File: src/rtl/uart_pkg.sv
// uart_pkg: shared state encoding, register offsets and STATUS bit positions
package uart_pkg;
  typedef enum logic [1:0] {IDLE, START, DATA, STOP} state_t;
  localparam logic [1:0] OFF_TXDATA = 2'd0;
  localparam logic [1:0] OFF_STATUS = 2'd1;
  localparam logic [1:0] OFF_DIVISOR = 2'd2;
  localparam int ST_FULL = 0;
  localparam int ST_EMPTY = 1;
  localparam int ST_ACTIVE = 2;
  localparam int ST_OVF = 3;
  localparam int ST_CNT = 8;
endpackage

File: src/rtl/sync_fifo.sv
// sync_fifo: single-clock FIFO with combinational head and push-while-full only alongside a pop
module sync_fifo #(
  parameter int WIDTH = 8,
  parameter int DEPTH = 8
) (
  input  logic                       clk,
  input  logic                       reset,
  input  logic                       push,
  input  logic                       pop,
  input  logic [WIDTH-1:0]           din,
  output logic [WIDTH-1:0]           dout,
  output logic                       full,
  output logic                       empty,
  output logic [$clog2(DEPTH):0]     count
);
  localparam int AW = $clog2(DEPTH);
  logic [WIDTH-1:0] mem [DEPTH];
  logic [AW-1:0] wp, rp;
  logic do_push, do_pop;
  assign full = count == (AW+1)'(DEPTH);
  assign empty = count == '0;
  assign dout = mem[rp];
  assign do_pop = pop & ~empty;
  assign do_push = push & (~full | do_pop);
  always_ff @(posedge clk)
    if (do_push) mem[wp] <= din;
  always_ff @(posedge clk)
    if (!reset) begin
      wp <= '0;
      rp <= '0;
      count <= '0;
    end else begin
      if (do_push) wp <= wp + 1'b1;
      if (do_pop) rp <= rp + 1'b1;
      count <= count + (AW+1)'(do_push) - (AW+1)'(do_pop);
    end
endmodule

File: src/rtl/uart_tx_mmio.sv
// uart_tx_mmio: memory-mapped 8N1 UART transmitter with TX FIFO and programmable bit period
module uart_tx_mmio
  import uart_pkg::*;
#(
  parameter logic [31:0] BASE_ADDR = 32'h8000_0000,
  parameter int FIFO_DEPTH = 8,
  parameter logic [15:0] DIV_RESET = 16'd433
) (
  input  logic        clk,
  input  logic        reset,
  input  logic [31:0] addr,
  input  logic        wr_en,
  input  logic [31:0] wr_data,
  output logic        hit,
  output logic [31:0] rd_data,
  output logic        tx,
  output logic        tx_busy
);
  localparam int CW = $clog2(FIFO_DEPTH) + 1;
  state_t state;
  logic [1:0] off;
  logic we, push, pop, full, empty, overflow;
  logic [7:0] head, sh;
  logic [CW-1:0] count;
  logic [15:0] divisor, div_l, cnt;
  logic [2:0] idx;
  logic [31:0] status;
  assign hit = addr[31:4] == BASE_ADDR[31:4];
  assign off = addr[3:2];
  assign we = hit & wr_en;
  assign push = we & (off == OFF_TXDATA);
  assign pop = ~empty & (state == IDLE | (state == STOP & cnt == '0));
  assign tx_busy = ~empty | (state != IDLE);
  sync_fifo #(.WIDTH(8), .DEPTH(FIFO_DEPTH)) u_fifo (
    .clk(clk),
    .reset(reset),
    .push(push),
    .pop(pop),
    .din(wr_data[7:0]),
    .dout(head),
    .full(full),
    .empty(empty),
    .count(count)
  );
  always_comb begin
    status = '0;
    status[ST_FULL] = full;
    status[ST_EMPTY] = empty;
    status[ST_ACTIVE] = state != IDLE;
    status[ST_OVF] = overflow;
    status[ST_CNT +: 8] = 8'(count);
    rd_data = !hit ? 32'b0 : off == OFF_STATUS ? status : off == OFF_DIVISOR ? {16'b0, divisor} : 32'b0;
  end
  always_ff @(posedge clk)
    if (!reset) begin
      divisor <= DIV_RESET;
      overflow <= 1'b0;
    end else begin
      if (we & off == OFF_DIVISOR) divisor <= wr_data[15:0] == '0 ? 16'd1 : wr_data[15:0];
      if (push & full & ~pop) overflow <= 1'b1;
      else if (we & off == OFF_STATUS & wr_data[ST_OVF]) overflow <= 1'b0;
    end
  always_ff @(posedge clk)
    if (!reset) begin
      state <= IDLE;
      cnt <= '0;
      div_l <= '0;
      sh <= '0;
      idx <= '0;
      tx <= 1'b1;
    end else begin
      tx <= state == START ? 1'b0 : state == DATA ? sh[idx] : 1'b1;
      if (pop) begin
        sh <= head;
        div_l <= divisor;
        cnt <= divisor;
        idx <= '0;
        state <= START;
      end else if (state != IDLE) begin
        if (cnt != '0) cnt <= cnt - 1'b1;
        else begin
          cnt <= div_l;
          if (state == START) state <= DATA;
          else if (state == DATA) begin
            idx <= idx + 1'b1;
            if (idx == 3'd7) state <= STOP;
          end else state <= IDLE;
        end
      end
    end
endmodule

File: config.mk
export PLATFORM = sky130hd
export DESIGN_NAME = uart_tx_mmio
export DESIGN_NICKNAME = d
export VERILOG_FILES = /design/src/rtl/uart_pkg.sv /design/src/rtl/sync_fifo.sv /design/src/rtl/uart_tx_mmio.sv
export SDC_FILE = /design/constraint.sdc
export NUM_CORES = 1
export LEC_CHECK = 0
export BUFFER_PORTS_ARGS = -buffer_cell sky130_fd_sc_hd__clkbuf_2
export CORE_MARGIN = 3
export CORE_UTILIZATION = 55
export CTS_BUF_LIST = sky130_fd_sc_hd__clkbuf_4
export DETAILED_ROUTE_END_ITERATION = 6
export PLACE_DENSITY = 0.82
export SKIP_CTS_REPAIR_TIMING = 1
export SLEW_MARGIN = 40
export SYNTH_ARGS = -nofsm -noshare
export SYNTH_HDL_FRONTEND = slang
export SYNTH_SLANG_ARGS = --single-unit
File: constraint.sdc
create_clock -name clk -period 4.15 [get_ports clk]
set_clock_uncertainty 0.1 [all_clocks]
set_input_delay 0.83 -clock clk [delete_from_list [all_inputs] [get_ports clk]]
set_output_delay 0.83 -clock clk [all_outputs]
set_load 0.03 [all_outputs]
==> results.json, run 1 <==
{
  "status": "finished with violations",
  "failed_checks": "design-rule violations",
  "min_to": "div_l[9]",
  "die_w_um": 114,
  "synth_area_sq_um": 6440,
  "clock.fmax_mhz": 279,
  "first_iter_violations": 425,
  "antenna_found_initial": 0,
  "num_vias": 5106,
  "cts_max_level": 4,
  "postSynthCellCount": 592,
  "antenna_left": 0,
  "antenna_cells": 0,
  "instances_no_fill": 809,
  "maxCapViolCount": 0,
  "avgSynthCellArea_sq_um": 10.9,
  "ff2ff_setup_slack_ns": 0.88,
  "syn_to_final_growth_pct": 10.2,
  "seq_area_frac_synth_pct": 52.5,
  "slew_violations": 0,
  "worst_r2r_path_depth": 5,
  "cp.arrival_ns": 2.65,
  "coreArea_sq_um": 11100,
  "track_usage_pct": 24.8,
  "hold_path.startpoint": "div_l[9]",
  "fillCellCount": 855,
  "tightest_slew_ns": 0.789,
  "firstDrtPassIters": 7,
  "finalPower_mw": 4.06,
  "cp_max_fo": 11,
  "grt-ovfl-total": 0,
  "rows": 38,
  "async_reset_ff_share_pct": 0,
  "grt_max_degree": 40,
  "powerDensity_nw_per_um2": 572,
  "wl_per_cell_um": 19.0,
  "synth_top_area_share_pct": 29.8,
  "initial_utilization_pct": 57.9,
  "rsz0062_at_grt": "no",
  "cts_sinks": 137,
  "yosys.area.top_type": "edfxtp_1",
  "leakagePower_nw": 2.59,
  "pin_count": 102,
  "ir_worst_vdd_v": 0.000316,
  "grt_pass1_vias": 4907,
  "dp_hpwl_um": 10900,
  "numCtsBuffers": 17,
  "drive_gt1_share_pct": 21.5,
  "critical_path.endpoint_type": "primary output",
  "place.gp.congestion": 0.892,
  "clk_path_buf_depth": 2,
  "slew-limit-headroom_pct": 47.2,
  "place_inst": 777,
  "ys_seq_elements": 137,
  "die_h_um": 114,
  "drc": 1,
  "clk_latency_ns": 0.57,
  "hold_depth": 2,
  "portBuffers": 67,
  "holdWs_ns": 0.367,
  "worstSetupPathType": "primary input to primary output",
  "hold_violations": 0,
  "via_per_inst": 6.31,
  "rr_endpoint": "u_fifo.mem[7][7]",
  "yosys_warnings": 0,
  "nets": 739,
  "synth.area.top_cells": "edfxtp_1 30%, dfxtp_1 23%, mux4_2 6.3%",
  "cts-root-buf": "clkbuf_4",
  "synth-edff-count": 64,
  "worstPathRequired_ns": 3.22,
  "dieArea_sq_um": 13000,
  "grt_pass1_wl_um": 25000,
  "synth_flop_cell": "dfxtp_1",
  "hold_path.class": "flop to flop",
  "setup_viol": 0,
  "finalSetupTns_ns": 0,
  "fin_crit_sh_pct": 86.2,
  "tritoncts": "done",
  "fin_crit_ns": 3.58,
  "synthDistinctLibCells": 61,
  "clkTransAtPathRegs_ns": 0.13,
  "start_kind": "primary input",
  "r2r_start": "cnt[12]",
  "wirelength_um": 15400
}
## stage by stage
stage               area [sq um]  utilization [%]  worst slack [ns]
CTS                         7080             63.7             0.597
finish                      7100             63.8             0.572
global placement            6830             61.3             0.686
floorplan                   6490                -             0.691
global route                7100             63.8             0.374
detailed placement          6830             61.4             0.605
## cells in the mapped netlist (2+ instances only)
| library cell | instances |
|---|---|
| o2bb2ai_1 | 2 |
| and3_1 | 10 |
| buf_4 | 18 |
| dfxtp_1 | 73 |
| or3_1 | 3 |
| a21oi_1 | 36 |
| a211oi_1 | 9 |
| ha_1 | 15 |
| nor3_1 | 14 |
| and4_1 | 4 |
| clkbuf_8 | 2 |
| nor4b_1 | 2 |
| clkbuf_1 | 24 |
| a32o_1 | 5 |
| and2_1 | 2 |
| or4_1 | 2 |
| nor3b_1 | 3 |
| a2bb2oi_1 | 2 |
| a22oi_1 | 12 |
| o21ai_0 | 19 |
| a32oi_1 | 2 |
| a31oi_1 | 11 |
| nor4_1 | 19 |
| o311ai_0 | 2 |
| nand2_1 | 71 |
| nor2_1 | 40 |
| o31ai_1 | 3 |
| a31o_2 | 2 |
| mux2i_1 | 12 |
| edfxtp_1 | 64 |
| inv_1 | 17 |
| or4_4 | 2 |
| a21o_1 | 2 |
| nand2b_1 | 8 |
| mux4_2 | 18 |
| o211ai_1 | 6 |
| xor2_1 | 5 |
| nand3_1 | 7 |
| nand4_1 | 7 |
| nor2b_1 | 4 |
| xnor2_1 | 7 |
| buf_2 | 3 |
| o221ai_1 | 5 |
## routing by layer
metal / track usage [%] / wire, um
met4: 9.34 / 299
met3: 6.82 / 1590
met1: 32.4 / 5990
met2: 39.9 / 7480
met5: 0 / 0
## layout by cell type, fill, tap and decap left out, types with 6 or more instances in the layout
| cell | n |
|---|---|
| ha_1 | 15 |
| nor3_1 | 14 |
| nand2_1 | 71 |
| o211ai_1 | 6 |
| a21oi_1 | 36 |
| nor4_1 | 18 |
| nor2_1 | 40 |
| a22oi_1 | 12 |
| a211oi_1 | 9 |
| mux2i_1 | 12 |
| conb_1 | 16 |
| edfxtp_1 | 64 |
| buf_4 | 13 |
| o21ai_0 | 19 |
| clkbuf_4 | 18 |
| nand4_1 | 7 |
| inv_1 | 17 |
| nand3_1 | 7 |
| and3_1 | 10 |
| xnor2_1 | 7 |
| nand2b_1 | 8 |
| dfxtp_1 | 71 |
| clkbuf_2 | 67 |
| mux4_2 | 18 |
| a31oi_1 | 11 |
## worst max path at each step
stage             endpoint      from  depth (start not counted)
3_3_place_gp    rd_data[4]   addr[5]                          7
6_report       rd_data[13]   addr[5]                          7
4_1_cts        rd_data[12]   addr[5]                          7
2_1_floorplan  rd_data[12]  addr[13]                          6
3_5_place_dp   rd_data[12]   addr[5]                          7
5_1_grt        rd_data[12]   addr[5]                          7
## state kept, by name, indices dropped and copies added (netlist names), 2 cells and up
register	count
div_l	16
idx	3
u_fifo.rp	3
divisor	16
cnt	16
u_fifo.wp	3
state	2
sh	8
u_fifo.count	4
u_fifo.mem	64
## layout make-up
class / count / area, sq um / area share, %
inverters: 17 / 63.8 / 0.899
clock buffers: 18 / 135 / 1.90
repair buffers: 80 / 433 / 6.10
clock inverters: 14 / 116 / 1.64
well taps: 140 / 175 / 2.47
flip-flops and latches: 137 / 3390 / 47.7
multi-input cells: 403 / 2790 / 39.3
## cell families (layout without fill, tap and decap cells)
logic type | count (synthesis) | in the layout | synth area share, %
AOI/OAI and AO/OA | 127 | 127 | 13.2
xor gates and xnor gates | 12 | 12 | 1.63
adders and majority gates | 16 | 16 | 3.23
buffers and inverters | 67 | 129 | 5.52
DFF | 137 | 137 | 52.5
muxes | 30 | 30 | 8.16
other | 1 | 16 | 0.0582
and+or+nand+nor | 202 | 202 | 15.6
## critical path, cell delays in order
cell and delay, ns:
clkbuf_2 0.08, nor4_1 0.37, and4_1 0.32, nand2_1 0.24
inv_1 0.38, and3_1 0.22, clkbuf_2 0.21
## report_power, final
part / internal (mW) / switching [mW] / total [mW] / leakage (nW)
clock: 0.258 / 0.533 / 0.790 / 0.135
combinational: 0.606 / 0.871 / 1.48 / 1.29
sequential: 1.57 / 0.218 / 1.79 / 1.17
total: 2.44 / 1.62 / 4.06 / 2.59
(Power assumes the default switching activity.)
==> inputs of run 2 (changes only) <==
--- a/config.mk
+++ b/config.mk
@@ -5,12 +5,13 @@
 export SDC_FILE = /design/constraint.sdc
 export NUM_CORES = 1
 export LEC_CHECK = 0
-export BUFFER_PORTS_ARGS = -buffer_cell sky130_fd_sc_hd__clkbuf_2
 export CORE_MARGIN = 3
-export CORE_UTILIZATION = 55
+export CORE_UTILIZATION = 45
 export CTS_BUF_LIST = sky130_fd_sc_hd__clkbuf_4
 export DETAILED_ROUTE_END_ITERATION = 6
-export PLACE_DENSITY = 0.82
+export DONT_BUFFER_PORTS = 1
+export GPL_ROUTABILITY_DRIVEN = 0
+export PLACE_DENSITY = 0.64
 export SKIP_CTS_REPAIR_TIMING = 1
 export SLEW_MARGIN = 40
 export SYNTH_ARGS = -nofsm -noshare
==> results.json, run 2 (synthesized netlist as in run 1, its figures left out) <==
{
  "hold_violations": 0,
  "design_area_sq_um": 6880,
  "p_sw_mw": 1.60,
  "largest_register": "u_fifo.mem",
  "maxCapViolCount": 0,
  "syn_to_final_growth_pct": 6.88,
  "drc": 0,
  "rr_endpoint": "u_fifo.count[2]",
  "grt_pass1_wl_um": 23900,
  "clk_latency_ns": 0.55,
  "cp_top_family": "simple AND/OR/NAND/NOR gates",
  "slew-limit-headroom_pct": 47.4,
  "fin_crit_ns": 3.48,
  "min_to": "divisor[4]",
  "finalPower_mw": 4.10,
  "rsz0062_at_grt": "no",
  "grt-ovfl-total": 0,
  "worstSetupPathType": "primary input to primary output",
  "place_inst": 755,
  "cp.arrival_ns": 2.55,
  "worst_r2r_path_depth": 13,
  "finalSetupTns_ns": 0,
  "powerDensity_nw_per_um2": 596,
  "antenna_left": 0,
  "die_h_um": 126,
  "fillCellCount": 1257,
  "hold_path.startpoint": "reset",
  "worstPathRequired_ns": 3.22,
  "wl_per_cell_um": 19.0,
  "cts_sinks": 137,
  "clkTransAtPathRegs_ns": 0.13,
  "pwr-share-comb_pct": 34.5,
  "instances_no_fill": 787,
  "coreArea_sq_um": 13900,
  "grt_max_degree": 40,
  "status": "completed",
  "pin_count": 102,
  "antenna_cells": 0,
  "r2r_start": "cnt[0]",
  "leakagePower_nw": 2.36,
  "largest_register_ffs": 64,
  "hold_depth": 1,
  "track_usage_pct": 19.4,
  "internal_power_mw": 2.50,
  "setup_viol": 0,
  "start_kind": "primary input",
  "critical_path.endpoint_type": "primary output",
  "cts_max_level": 4,
  "cp.buffers_inverters": 1,
  "initial_utilization_pct": 46.2,
  "num_vias": 4628,
  "ff2ff_setup_slack_ns": 0.97,
  "ir_worst_vdd_v": 0.000269,
  "die_w_um": 126,
  "via_per_inst": 5.88,
  "hold_path.class": "primary input to flop",
  "firstDrtPassIters": 4,
  "portBuffers": 0,
  "slowest_delay_ns": 0.41,
  "switching_share_pct": 39.1,
  "placed_area_sq_um": 6590,
  "seq_power_share_pct": 43.8,
  "antenna_found_initial": 0,
  "dieArea_sq_um": 15800,
  "wirelength_um": 15000,
  "slowest_stage": "and3_1",
  "cp_max_fo": 11,
  "tritoncts": "done",
  "rows": 43,
  "clk_path_buf_depth": 2,
  "clock.fmax_mhz": 287,
  "path_cells": "nor4b_1 -> and4_1 -> nand2_1 -> inv_1 -> and3_1",
  "dp_hpwl_um": 10500,
  "numCtsBuffers": 17,
  "nets": 677,
  "drive_gt1_share_pct": 13.5,
  "tightest_slew_ns": 0.781,
  "slew_violations": 0,
  "first_iter_violations": 392,
  "cts-root-buf": "clkbuf_4",
  "grt_pass1_vias": 4471,
  "most-common-layout-cells": "71 x nand2_1, 71 x dfxtp_1, 64 x edfxtp_1",
  "clockPowerShare_pct": 21.7,
  "fin_crit_sh_pct": 83.9
}
[run 2: cell types whose count changed in the layout (fill, tap and decap cells not counted)]
cell / before / now
inv_8: 2 / 5
clkinvlp_4: 2 / 1
inv_6: 4 / 5
clkinv_1: 1 / 0
clkbuf_2: 67 / 0
nor3b_2: 2 / 1
clkinv_2: 1 / 0
nor3b_1: 1 / 2
clkinv_4: 4 / 2
bufinv_16: 0 / 1
buf_4: 13 / 18
[run 2: cell type report]
class                           instances  area (sq um)  share of cell area, %
Inverter                               17          63.8                  0.927
Clock buffer                           18           135                   1.96
Tap cell                              180           225                   3.27
Sequential cell                       137          3390                   49.2
Clock inverter                         14           155                   2.25
Multi-Input combinational cell        403          2780                   40.4
Timing Repair Buffer                   18           135                   1.96
[run 2: power by group through the flow]
stage               Sequential (mW)  Clock, mW  Combinational [mW]
floorplan                      1.71          0                1.24
global placement               1.82          0                1.37
detailed placement             1.83          0                1.41
CTS                            1.80      0.910                1.41
global route                   1.83      0.983                1.57
finish                         1.80      0.889                1.42
[run 2: worst max path at each step]
stage | from | end | slack (ns) | cells past startpoint
6_report | addr[13] | rd_data[5] | 0.67 | 5
3_5_place_dp | addr[13] | rd_data[5] | 0.69 | 5
4_1_cts | u_fifo.count[2] | tx_busy | 0.59 | 5
3_3_place_gp | addr[13] | rd_data[4] | 0.67 | 5
5_1_grt | addr[13] | rd_data[14] | 0.48 | 5
2_1_floorplan | addr[13] | rd_data[12] | 0.69 | 6
[run 2: per-stage QoR]
stage / setup WS [ns] / hold slack (ns) / util (%)
floorplan: 0.691 / 0.331 / -
global placement: 0.673 / 0.342 / 47.2
detailed placement: 0.687 / 0.348 / 47.3
CTS: 0.592 / 0.188 / 49.3
global route: 0.478 / 0.158 / 49.4
finish: 0.670 / 0.230 / 49.4
[run 2: layer usage]
metal  global-route usage, %  vias up  part of all wire [%]
li1                        -     2206                     -
met1                    26.0     2217                    44
met2                    30.9      191                    48
met3                    5.89       14                   7.2
met4                    5.10        0                   1.0
met5                       0        -                     0
==> inputs of run 3 (changes only) <==
--- a/config.mk
+++ b/config.mk
@@ -11,7 +11,7 @@
 export DETAILED_ROUTE_END_ITERATION = 6
 export DONT_BUFFER_PORTS = 1
 export GPL_ROUTABILITY_DRIVEN = 0
-export PLACE_DENSITY = 0.64
+export PLACE_DENSITY = 0.66
 export SKIP_CTS_REPAIR_TIMING = 1
 export SLEW_MARGIN = 40
 export SYNTH_ARGS = -nofsm -noshare
==> constraint.sdc (replaced) <==
create_clock -name clk -period 2.98 [get_ports clk]
set_clock_uncertainty 0.1 [all_clocks]
set_input_delay 0.596 -clock clk [delete_from_list [all_inputs] [get_ports clk]]
set_output_delay 0.596 -clock clk [all_outputs]
set_load 0.03 [all_outputs]
==> results.json, run 3 (synthesized netlist as in run 1, its figures left out) <==
{
  "grtUsageMet3_pct": 4.92,
  "fin_crit_ns": 2.84,
  "finalSetupTns_ns": 0,
  "via_per_inst": 5.94,
  "worst_r2r_path_depth": 10,
  "worstPathRequired_ns": 3.32,
  "clkTransAtPathRegs_ns": 0.13,
  "die_h_um": 126,
  "hold_depth": 1,
  "rsz0062_at_grt": "no",
  "grt_pass1_vias": 4570,
  "drive_gt1_share_pct": 18.4,
  "clock.fmax_mhz": 352,
  "largest_register": "u_fifo.mem",
  "ir_worst_vdd_v": 0.000462,
  "wirelength_um": 15400,
  "critical_path.endpoint_type": "flop",
  "first_iter_violations": 427,
  "place_inst": 787,
  "portBuffers": 0,
  "design_area_sq_um": 7210,
  "numCtsBuffers": 17,
  "most-common-layout-cells": "70 x dfxtp_1, 68 x nand2_1, 64 x edfxtp_1",
  "placed_area_sq_um": 6820,
  "leakagePower_nw": 2.56,
  "num_vias": 4931,
  "cts_max_level": 4,
  "firstDrtPassIters": 5,
  "pin_count": 102,
  "die_w_um": 126,
  "coreArea_sq_um": 13900,
  "track_usage_pct": 19.7,
  "slew-limit-headroom_pct": 52.1,
  "wl_per_cell_um": 18.6,
  "setup_viol": 0,
  "grt-ovfl-total": 0,
  "finalPower_mw": 5.88,
  "hold_violations": 0,
  "fin_crit_sh_pct": 95.3,
  "cp.arrival_ns": 3.18,
  "slew_violations": 0,
  "grtUsageMet1_pct": 27.3,
  "rows": 43,
  "largest_register_ffs": 64,
  "worstSetupPathType": "flop to flop",
  "clk_path_buf_depth": 2,
  "dp_hpwl_um": 10800,
  "clk_latency_ns": 0.55,
  "final_common_cell": "dfxtp_1",
  "grt_busiest_layer": "met2",
  "cts-root-buf": "clkbuf_4",
  "grt_max_degree": 40,
  "antenna_found_initial": 2,
  "tritoncts": "done",
  "hold_path.class": "primary input to flop",
  "holdWs_ns": 0.0570,
  "instances_no_fill": 830,
  "dieArea_sq_um": 15800,
  "status": "completed",
  "grt_pass1_wl_um": 24400,
  "start_kind": "flop",
  "use_met2_pct": 30.4,
  "nets": 718,
  "powerDensity_nw_per_um2": 815,
  "maxCapViolCount": 0,
  "initial_utilization_pct": 46.2,
  "tightest_slew_ns": 0.711,
  "drc": 0,
  "syn_to_final_growth_pct": 12.0,
  "cts_sinks": 137,
  "cp_max_fo": 7,
  "antenna_left": 0
}
run 3: metrics by stage:
stage / utilization (%) / setup slack [ns]
after floorplan: - / 0.180
after global placement: 49.0 / 0.213
after detailed placement: 49.0 / 0.132
after CTS: 50.9 / 0.0289
after global routing: 51.7 / 0.00300
final: 51.7 / 0.140
run 3: final timing paths:
path | from | end | slack [ns]
worst max-delay path | cnt[15] | u_fifo.count[2] | 0.14
worst min-delay path | wr_data[6] | divisor[6] | 0.06
worst max register to register | cnt[15] | u_fifo.count[2] | 0.14
worst min register to register | div_l[6] | div_l[6] | 0.36
run 3: cell type report:
type                       instances  area (sq um)
clock buffer                      17           128
inverter                          17          63.8
antenna                            2          5.00
fill                            1177          6730
sequential                       137          3390
timing repair buffer              59           465
clock inverter                    15           139
tap                              180           225
multi-input combinational        403          2800
run 3: routing by layer:
layer  part of all wire [%]  vias up
met5                      0        -
met2                     47      241
met4                    2.1        0
met3                    7.9       25
li1                       -     2288
met1                     43     2377
run 3: critical path, stage by stage (launching register included):
cell     delay [ns]
dfxtp_1        0.39
or4_1          0.67
nor3_1         0.39
a31o_2         0.27
nand2_1        0.08
inv_1          0.07
ha_1           0.16
inv_1          0.06
fa_1           0.37
xor2_1         0.14
nor2_1         0.06
run 3: power breakdown:
group          switching, mW  leakage [nW]  internal [mW]
Sequential             0.271          1.17           2.19
Clock                  0.735         0.148          0.430
Combinational           1.29          1.24          0.959
